==> config.mk <==
export PLATFORM = sky130hd
export DESIGN_NAME = rom_port_arbiter
export DESIGN_NICKNAME = d
export VERILOG_FILES = /design/src/rtl/rom_port_arbiter.sv
export SDC_FILE = /design/constraint.sdc
export NUM_CORES = 1
export LEC_CHECK = 0
export CORE_ASPECT_RATIO = 0.8
export CORE_MARGIN = 2
export CORE_UTILIZATION = 38
export DETAILED_ROUTE_END_ITERATION = 8
export PLACE_DENSITY = 0.77
export SLEW_MARGIN = 15
export SYNTH_ARGS = -nofsm -noshare
export SYNTH_HDL_FRONTEND = slang
export SYNTH_SLANG_ARGS = --single-unit
==> constraint.sdc <==
create_clock -name clk -period 1.6 [get_ports clk]
set_input_delay 0.32 -clock clk [delete_from_list [all_inputs] [get_ports clk]]
set_output_delay 0.32 -clock clk [all_outputs]
set_load 0.03 [all_outputs]
==> src/rtl/rom_port_arbiter.sv <==
// Round-robin arbiter sharing the asynchronous program-ROM read port between
// instruction fetch (IF) and data load (LS), with optional wait states and address fault checking.
module rom_port_arbiter #(
    parameter int ROM_WORDS   = 2048,
    parameter int WAIT_CYCLES = 0
) (
    input  logic        clk,
    input  logic        rst_n,
    input  logic        if_req,
    input  logic [31:0] if_addr,
    output logic        if_ack,
    output logic [31:0] if_data,
    output logic        if_err,
    input  logic        ls_req,
    input  logic [31:0] ls_addr,
    output logic        ls_ack,
    output logic [31:0] ls_data,
    output logic        ls_err,
    output logic [31:0] rom_address,
    input  logic [31:0] rom_data
);

    localparam logic [31:0] WORD_LIMIT = 32'(ROM_WORDS);
    localparam logic [3:0]  WAIT_INIT  = 4'(WAIT_CYCLES);

    typedef enum logic [1:0] {
        IDLE   = 2'd0,
        ACCESS = 2'd1,
        RESP   = 2'd2
    } state_t;

    typedef enum logic {
        GRANT_IF = 1'b0,
        GRANT_LS = 1'b1
    } grant_t;

    state_t      state;
    state_t      next_state;
    grant_t      last_grant;
    grant_t      owner;
    grant_t      grant_sel;
    logic        grant_en;
    logic        tie;
    logic        capture;
    logic [31:0] grant_addr;
    logic        grant_fault;
    logic        fault;
    logic [3:0]  wait_cnt;
    logic        if_ack_next;
    logic        ls_ack_next;

    always_ff @(posedge clk or negedge rst_n) begin
        if (!rst_n) begin
            state <= IDLE;
        end else begin
            state <= next_state;
        end
    end

    // Requests are only looked at in IDLE; RESP always falls back to IDLE so a held
    // request is arbitrated again as a fresh one.
    always_comb begin
        next_state = state;
        grant_en   = 1'b0;
        grant_sel  = GRANT_IF;
        tie        = 1'b0;
        capture    = 1'b0;
        case (state)
            IDLE: begin
                if (if_req || ls_req) begin
                    grant_en   = 1'b1;
                    next_state = ACCESS;
                    if (if_req && ls_req) begin
                        tie       = 1'b1;
                        grant_sel = (last_grant == GRANT_IF) ? GRANT_LS : GRANT_IF;
                    end else if (ls_req) begin
                        grant_sel = GRANT_LS;
                    end
                end
            end
            ACCESS: begin
                if (fault || (wait_cnt == 4'd0)) begin
                    capture    = 1'b1;
                    next_state = RESP;
                end
            end
            RESP: begin
                next_state = IDLE;
            end
            default: begin
                next_state = IDLE;
            end
        endcase
    end

    always_comb begin
        grant_addr  = (grant_sel == GRANT_LS) ? ls_addr : if_addr;
        grant_fault = (grant_addr[1:0] != 2'b00) ||
                      ({2'b00, grant_addr[31:2]} >= WORD_LIMIT);
        if_ack_next = (next_state == RESP) && (owner == GRANT_IF);
        ls_ack_next = (next_state == RESP) && (owner == GRANT_LS);
    end

    // Address, fault flag and wait counter are latched once at grant, so later
    // address changes by the requester cannot disturb the access in flight.
    always_ff @(posedge clk or negedge rst_n) begin
        if (!rst_n) begin
            last_grant  <= GRANT_LS;
            owner       <= GRANT_IF;
            rom_address <= 32'd0;
            wait_cnt    <= 4'd0;
            fault       <= 1'b0;
        end else if (grant_en) begin
            owner       <= grant_sel;
            rom_address <= {grant_addr[31:2], 2'b00};
            wait_cnt    <= WAIT_INIT;
            fault       <= grant_fault;
            if (tie) begin
                last_grant <= grant_sel;
            end
        end else if ((state == ACCESS) && !fault && (wait_cnt != 4'd0)) begin
            wait_cnt <= wait_cnt - 4'd1;
        end
    end

    always_ff @(posedge clk or negedge rst_n) begin
        if (!rst_n) begin
            if_ack  <= 1'b0;
            ls_ack  <= 1'b0;
            if_data <= 32'd0;
            ls_data <= 32'd0;
            if_err  <= 1'b0;
            ls_err  <= 1'b0;
        end else begin
            if_ack <= if_ack_next;
            ls_ack <= ls_ack_next;
            if (capture) begin
                if (owner == GRANT_IF) begin
                    if_data <= fault ? 32'd0 : rom_data;
                    if_err  <= fault;
                end else begin
                    ls_data <= fault ? 32'd0 : rom_data;
                    ls_err  <= fault;
                end
            end
        end
    end

endmodule

==> results.py, run 1 <==
metrics = {
    "run_status": {
        "status": "finished, violations left",
        "violations": "negative setup slack",
    },
    "clock_network": {
        "clk_pin_slew_worst_paths_ns": 0.07,
        "clockBufferDepth": 2,
        "cts_tree": "yes",
        "cts-root-buf": "clkbuf_16",
        "clk-insertion-delay-late_ns": 0.34,
        "htree_num_levels": 3,
        "numCtsBuffers": 9,
        "clock-sinks": 107,
    },
    "cells_and_area": {
        "final_util_pct": 63.3,
        "layout-drive-gt1-share_pct": 14.0,
        "synthToLayoutAreaGrowth_pct": 62.0,
        "insertedDiodeCount": 0,
        "nets": 762,
        "finish.instance_area_um2": 7310,
    },
    "synthesis": {
        "syn_inst": 442,
        "synth_most_common_cell": "dfrtp_1",
        "yosysTopAreaCell": "dfrtp_1",
        "synth_cell_type_count": 29,
        "async_flop_share_pct": 100,
        "synth.avg_cell_area_um2": 10.2,
        "synthFlopType": "dfrtp_1",
        "yosys_warnings": 0,
        "synthTopCellsByArea": "dfrtp_1 (59%), nand2_1 (8.3%), o21ai_1 (7.2%), mux2i_1 (7.1%), nand2b_1 (4.7%)",
        "synth-seq-cells": 107,
        "synth_top_area_share_pct": 58.8,
        "netlist_area_um2": 4510,
        "ys_seq_area_share_pct": 59.3,
        "yosys-top-cells-count": "dfrtp_1 (106), nand2_1 (100), o21ai_1 (65)",
        "synth_edf_count": 0,
    },
    "place": {
        "hpwl_um": 9890,
        "dp_slack_ns": -0.179,
        "port_buffers": 197,
        "gp_congestion": 0.821,
        "dpl-instance-area_um2": 6890,
    },
    "sta": {
        "setup_ws_ns": -0.0396,
        "setup_viol": 35,
        "skew_ns": 0.00903,
        "drv_slew": 0,
        "max_freq_mhz": 610,
        "timing.final.hold_violations": 0,
        "timing.final.crit_share_pct": 102,
        "rsz0062_at_grt": "true",
        "min_period_ns": 1.64,
    },
    "detailed_routing": {
        "wirelength_um": 13600,
        "wire_per_inst_um": 16.7,
        "postRouteAntennaNets": 0,
        "drt_first_pass_iters": 4,
        "drtIter0Drc": 182,
        "via_per_inst": 4.96,
        "vias": 4034,
        "route.detailed.drc": 0,
    },
    "critical_path": {
        "cp_max_fo": 7,
        "crit_type": "flip-flop to flip-flop",
        "slowest_delay_ns": 0.36,
        "cp_num_buf_inv": 3,
        "path_delay_family": "buffers and inverters",
        "r2r-end": "ls_err",
        "cp_num_cells": 7,
        "cp-endpoint": "ls_err",
        "ff2ff_path_depth": 7,
        "cp_slowest_cell": "dfrtp_1",
        "path_cells": "inv_2, ha_4, nor3b_4, buf_6, o2111ai_4, buf_12, mux2_4",
        "r2r_slack_ns": -0.04,
        "r2r_start": "wait_cnt[1]",
        "start_kind": "flip-flop",
        "crit_path_start": "wait_cnt[1]",
        "cp.arrival_ns": 1.86,
        "required_ns": 1.82,
        "cp-end-kind": "flip-flop",
    },
    "floorplanning": {
        "die_x_um": 126,
        "core_area_um2": 11600,
        "die_h_um": 101,
        "dieArea_um2": 12800,
        "rows": 35,
        "initial_core_util_pct": 39.0,
        "ios": 200,
    },
    "power_and_ir_drop": {
        "cellPowerDensity_nw_per_um2": 1350,
        "leakage_nw": 3.62,
        "peakVddDrop_uv": 783,
    },
    "job": {
        "maxCapViolations": 0,
    },
    "grt": {
        "grt_pass1_vias": 4115,
        "grt_pass1_wl_um": 20300,
        "grt_overflow": 0,
        "grtUsageTotal_pct": 20.2,
        "grt_antenna_before_repair": 0,
        "grt_max_degree": 40,
    },
    "worst_hold_path": {
        "hp-class": "flip-flop to flip-flop",
    },
}
-- power breakdown --
| part | internal (mW) | total, mW | switching (mW) |
|---|---|---|---|
| sequential | 3.22 | 3.53 | 0.309 |
| combinational | 1.68 | 4.27 | 2.58 |
| clock | 1.08 | 2.09 | 1.01 |
-- state kept, by name, indices dropped and copies added (netlist names) --
signal	flops
wait_cnt	4
if_ack	1
ls_err	1
if_data	32
ls_data	32
if_err	1
state	2
owner	1
rom_address	30
last_grant	1
fault	1
ls_ack	1
-- final cells by class --
cell class	count	area, um2
fill	971	4250
clock inverter	6	50.0
inverter	7	26.3
timing repair buffer	236	2340
tap	148	185
clock buffer	10	229
sequential	107	2680
multi-input combinational	300	1800
-- through the flow --
stage	power, mW	hold WS, ns	instances	TNS [ns]
finish	9.88	0.480	814	-0.523
global route	10.4	0.506	814	-5.88
detailed placement	7.81	0.311	788	-2.15
floorplan	5.82	0.0244	443	0
CTS	9.62	0.486	806	-0.0583
global placement	7.70	0.305	788	-0.929
-- kinds of logic after synthesis --
family / after synthesis / synth area share (%)
other cells: 1 / 0.0831
mux: 35 / 7.84
flops: 107 / 59.3
fa+ha+maj: 1 / 0.277
compound gates: 101 / 11.6
buf+inv: 36 / 4.02
simple gates: 159 / 16.4
xor+xnor: 2 / 0.388
-- worst register-to-register path, stage by stage, from the launching register on --
cell       delay [ns]
dfrtp_1          0.36
inv_2            0.06
ha_4             0.15
nor3b_4          0.14
buf_6            0.13
o2111ai_4        0.21
buf_12           0.18
mux2_4           0.30
-- how the worst min path moves through the flow --
stage,cells after the start,end,from
floorplan,0,fault,rst_n
global placement,1,if_data[28],rst_n
detailed placement,1,ls_data[28],rst_n
CTS,2,ls_data[28],rst_n
global route,2,ls_data[7],ls_data[7]
finish,2,if_data[27],if_data[27]
-- per-layer routing --
layer	vias to the layer above	wire length [um]	share of wire, %	track usage (%)
met3	17	904	6.6	6.08
li1	1929	-	-	-
met4	0	223	1.6	5.58
met1	1924	5680	42	23.9
met2	164	6800	50	36.4
met5	-	0	0	0
-- layout by cell type, fill, tap and decap left out, drive strengths merged, types with 4 or more instances in the layout --
| master | n |
|---|---|
| buf | 35 |
| clkbuf | 14 |
| clkdlybuf4s50 | 98 |
| dfrtp | 106 |
| dlygate4sd2 | 98 |
| inv | 9 |
| mux2i | 32 |
| nand2 | 100 |
| nand2b | 34 |
| nor2 | 6 |
| nor3 | 4 |
| nor4 | 8 |
| o21ai | 96 |
-- repair_timing --
item | 4_1_cts | 5_1_grt
setup endpoints to repair | 158 | 70
pin swaps | 2 | 4
gates cloned | 0 | 5
gates resized for setup | 112 | 19
buffers inserted | 1 | 3
hold buffers | 1 | 0
endpoints found under the hold margin | 26 | 0
Power figures use the tool's default switching activity.
==> run 2: changes to the inputs <==
--- a/config.mk
+++ b/config.mk
@@ -8,9 +8,10 @@
 export CORE_ASPECT_RATIO = 0.8
 export CORE_MARGIN = 2
 export CORE_UTILIZATION = 38
+export CTS_CLUSTER_SIZE = 10
 export DETAILED_ROUTE_END_ITERATION = 8
-export PLACE_DENSITY = 0.77
-export SLEW_MARGIN = 15
+export PLACE_DENSITY_LB_ADDON = 0.15
+export SLEW_MARGIN = 20
 export SYNTH_ARGS = -nofsm -noshare
 export SYNTH_HDL_FRONTEND = slang
 export SYNTH_SLANG_ARGS = --single-unit
==> results.py, run 2 (synthesis gave the netlist of run 1 again) <==
metrics = {
    "run_status": {
        "status": "finished, violations left",
        "violations": "negative setup slack",
    },
    "cells_and_area": {
        "largestRegisters": "if_data x32, ls_data x32, rom_address x30",
        "final_util_pct": 70.3,
        "final_common_cell": "dfrtp_1",
        "layout-drive-gt1-share_pct": 28.7,
        "synthToLayoutAreaGrowth_pct": 80.0,
        "nets": 783,
        "fillers": 863,
        "insertedDiodeCount": 0,
        "layout.cells.most_common_list": "dfrtp_1 (106), clkdlybuf4s50_1 (98), dlygate4sd2_1 (97), o21ai_2 (39)",
    },
    "critical_path": {
        "r2r_slack_ns": -0.13,
        "path_cells": "inv_2, ha_4, nor3b_4, buf_6, o2111ai_4, buf_12, mux2_4",
        "crit_type": "flip-flop to flip-flop",
        "path_delay_family": "flip-flops",
        "r2r-end": "if_err",
        "ff2ff_path_depth": 7,
        "crit_path_start": "wait_cnt[1]",
        "start_kind": "flip-flop",
        "cp_max_fo": 4,
        "r2r_start": "wait_cnt[1]",
        "cp_slowest_cell": "dfrtp_1",
        "required_ns": 1.83,
        "slowest_delay_ns": 0.36,
        "cp_num_buf_inv": 3,
        "cp-end-kind": "flip-flop",
        "cp.arrival_ns": 1.95,
        "cp_num_cells": 7,
    },
    "grt": {
        "grt_pass1_vias": 4349,
        "grt_pass1_wl_um": 22100,
        "grt_max_degree": 43,
        "grtUsageTotal_pct": 22.2,
        "grt_antenna_before_repair": 0,
        "grt_overflow": 0,
    },
    "sta": {
        "rsz0062_at_grt": "true",
        "timing.final.crit_share_pct": 108,
        "timing.final.hold_violations": 0,
        "drv_slew": 0,
        "whs_ns": 0.387,
        "skew_ns": 0.00655,
        "min_period_ns": 1.73,
        "setup_ws_ns": -0.127,
        "setup_viol": 70,
        "max_freq_mhz": 579,
    },
    "place": {
        "port_buffers": 197,
        "hpwl_um": 9200,
        "gp_congestion": 0.836,
    },
    "detailed_routing": {
        "route.detailed.drc": 0,
        "wire_per_inst_um": 17.6,
        "drt_first_pass_iters": 4,
        "wirelength_um": 14700,
        "vias": 4199,
        "via_per_inst": 5.03,
        "postRouteAntennaNets": 0,
        "drtIter0Drc": 177,
    },
    "power_and_ir_drop": {
        "netSwitchingFraction_pct": 39.4,
        "leakage_nw": 4.00,
        "p_int_mw": 6.82,
        "p_clk_share_pct": 19.1,
        "peakVddDrop_uv": 812,
        "cellPowerDensity_nw_per_um2": 1390,
        "seq_power_share_pct": 31.3,
        "pwr-share-comb_pct": 49.6,
        "power.switching_mw": 4.44,
    },
    "clock_network": {
        "clockBufferDepth": 2,
        "numCtsBuffers": 9,
        "clk_pin_slew_worst_paths_ns": 0.07,
        "cts_tree": "yes",
        "cts-root-buf": "clkbuf_16",
        "clk-insertion-delay-late_ns": 0.34,
        "clock-sinks": 107,
        "htree_num_levels": 3,
    },
    "floorplanning": {
        "core_area_um2": 11600,
        "dieArea_um2": 12800,
        "rows": 35,
        "ios": 200,
        "die_x_um": 126,
        "die_h_um": 101,
        "initial_core_util_pct": 39.0,
    },
    "job": {
        "maxCapViolations": 0,
    },
    "worst_hold_path": {
        "hp-class": "input port to asynchronous set/reset pin",
    },
}
[run 2: through the flow]
stage                     power (mW)  setup slack [ns]  setup TNS (ns)  cell area, um2  instances
after floorplan                 5.82           0.00619               0            4530        443
after global placement          7.70            -0.225           -2.91            6900        792
after detailed placement        7.76            -0.262           -7.04            6900        792
after CTS                       10.9            -0.115           -4.61            7670        832
after global routing            11.8            -0.195          -11.20            8120        834
final                           11.3            -0.127           -4.78            8120        834
[run 2: power by group through the flow]
stage | sequential, mW | combinational [mW] | clock, mW
6_report | 3.53 | 5.58 | 2.15
5_1_grt | 3.59 | 5.90 | 2.33
4_1_cts | 3.51 | 5.17 | 2.21
3_5_place_dp | 3.55 | 4.20 | 0
3_3_place_gp | 3.54 | 4.16 | 0
2_1_floorplan | 4.42 | 1.40 | 0
[run 2: per-layer routing]
| metal | vias up | GRT usage [%] | share of wire [%] |
|---|---|---|---|
| li1 | 1988 | - | - |
| met1 | 2032 | 28.3 | 41 |
| met2 | 157 | 37.0 | 49 |
| met3 | 22 | 7.45 | 8.1 |
| met4 | 0 | 5.75 | 1.7 |
| met5 | - | 0 | 0 |
[run 2: worst register-to-register path: cells and delay by family (launching register included)]
family / cells / cell delay [ns]
flip-flops: 1 / 0.36
buffers and inverters: 3 / 0.36
AO/OA/AOI/OAI: 1 / 0.31
multiplexers: 1 / 0.29
adder cells (fa/ha/maj): 1 / 0.15
AND/OR/NAND/NOR: 1 / 0.14
[run 2: worst max-delay path by stage]
stage                  end  slack (ns)
floorplan           if_err       0.006
global placement     fault       -0.23
detailed placement   fault       -0.26
CTS                 ls_err       -0.12
global route        if_err       -0.20
finish              if_err       -0.13
[run 2: cell type report]
class	instances	area, um2	share of cell area (%)
timing repair buffer	257	2710	33.3
sequential	107	2680	33.0
multi-input combinational	300	2240	27.6
clock buffer	12	267	3.28
tap	148	185	2.28
inverter	7	26.3	0.323
clock inverter	3	21.3	0.262
[run 2: timing repair]
| item | in CTS | in global routing |
|---|---|---|
| setup endpoints to repair | 164 | 72 |
| resized for setup | 162 | 112 |
| hold buffers | 1 | 0 |
| hold endpoints to repair | 12 | 0 |
| pin swaps | 25 | 47 |
| cloned | 12 | 1 |
| setup buffers | 13 | 2 |
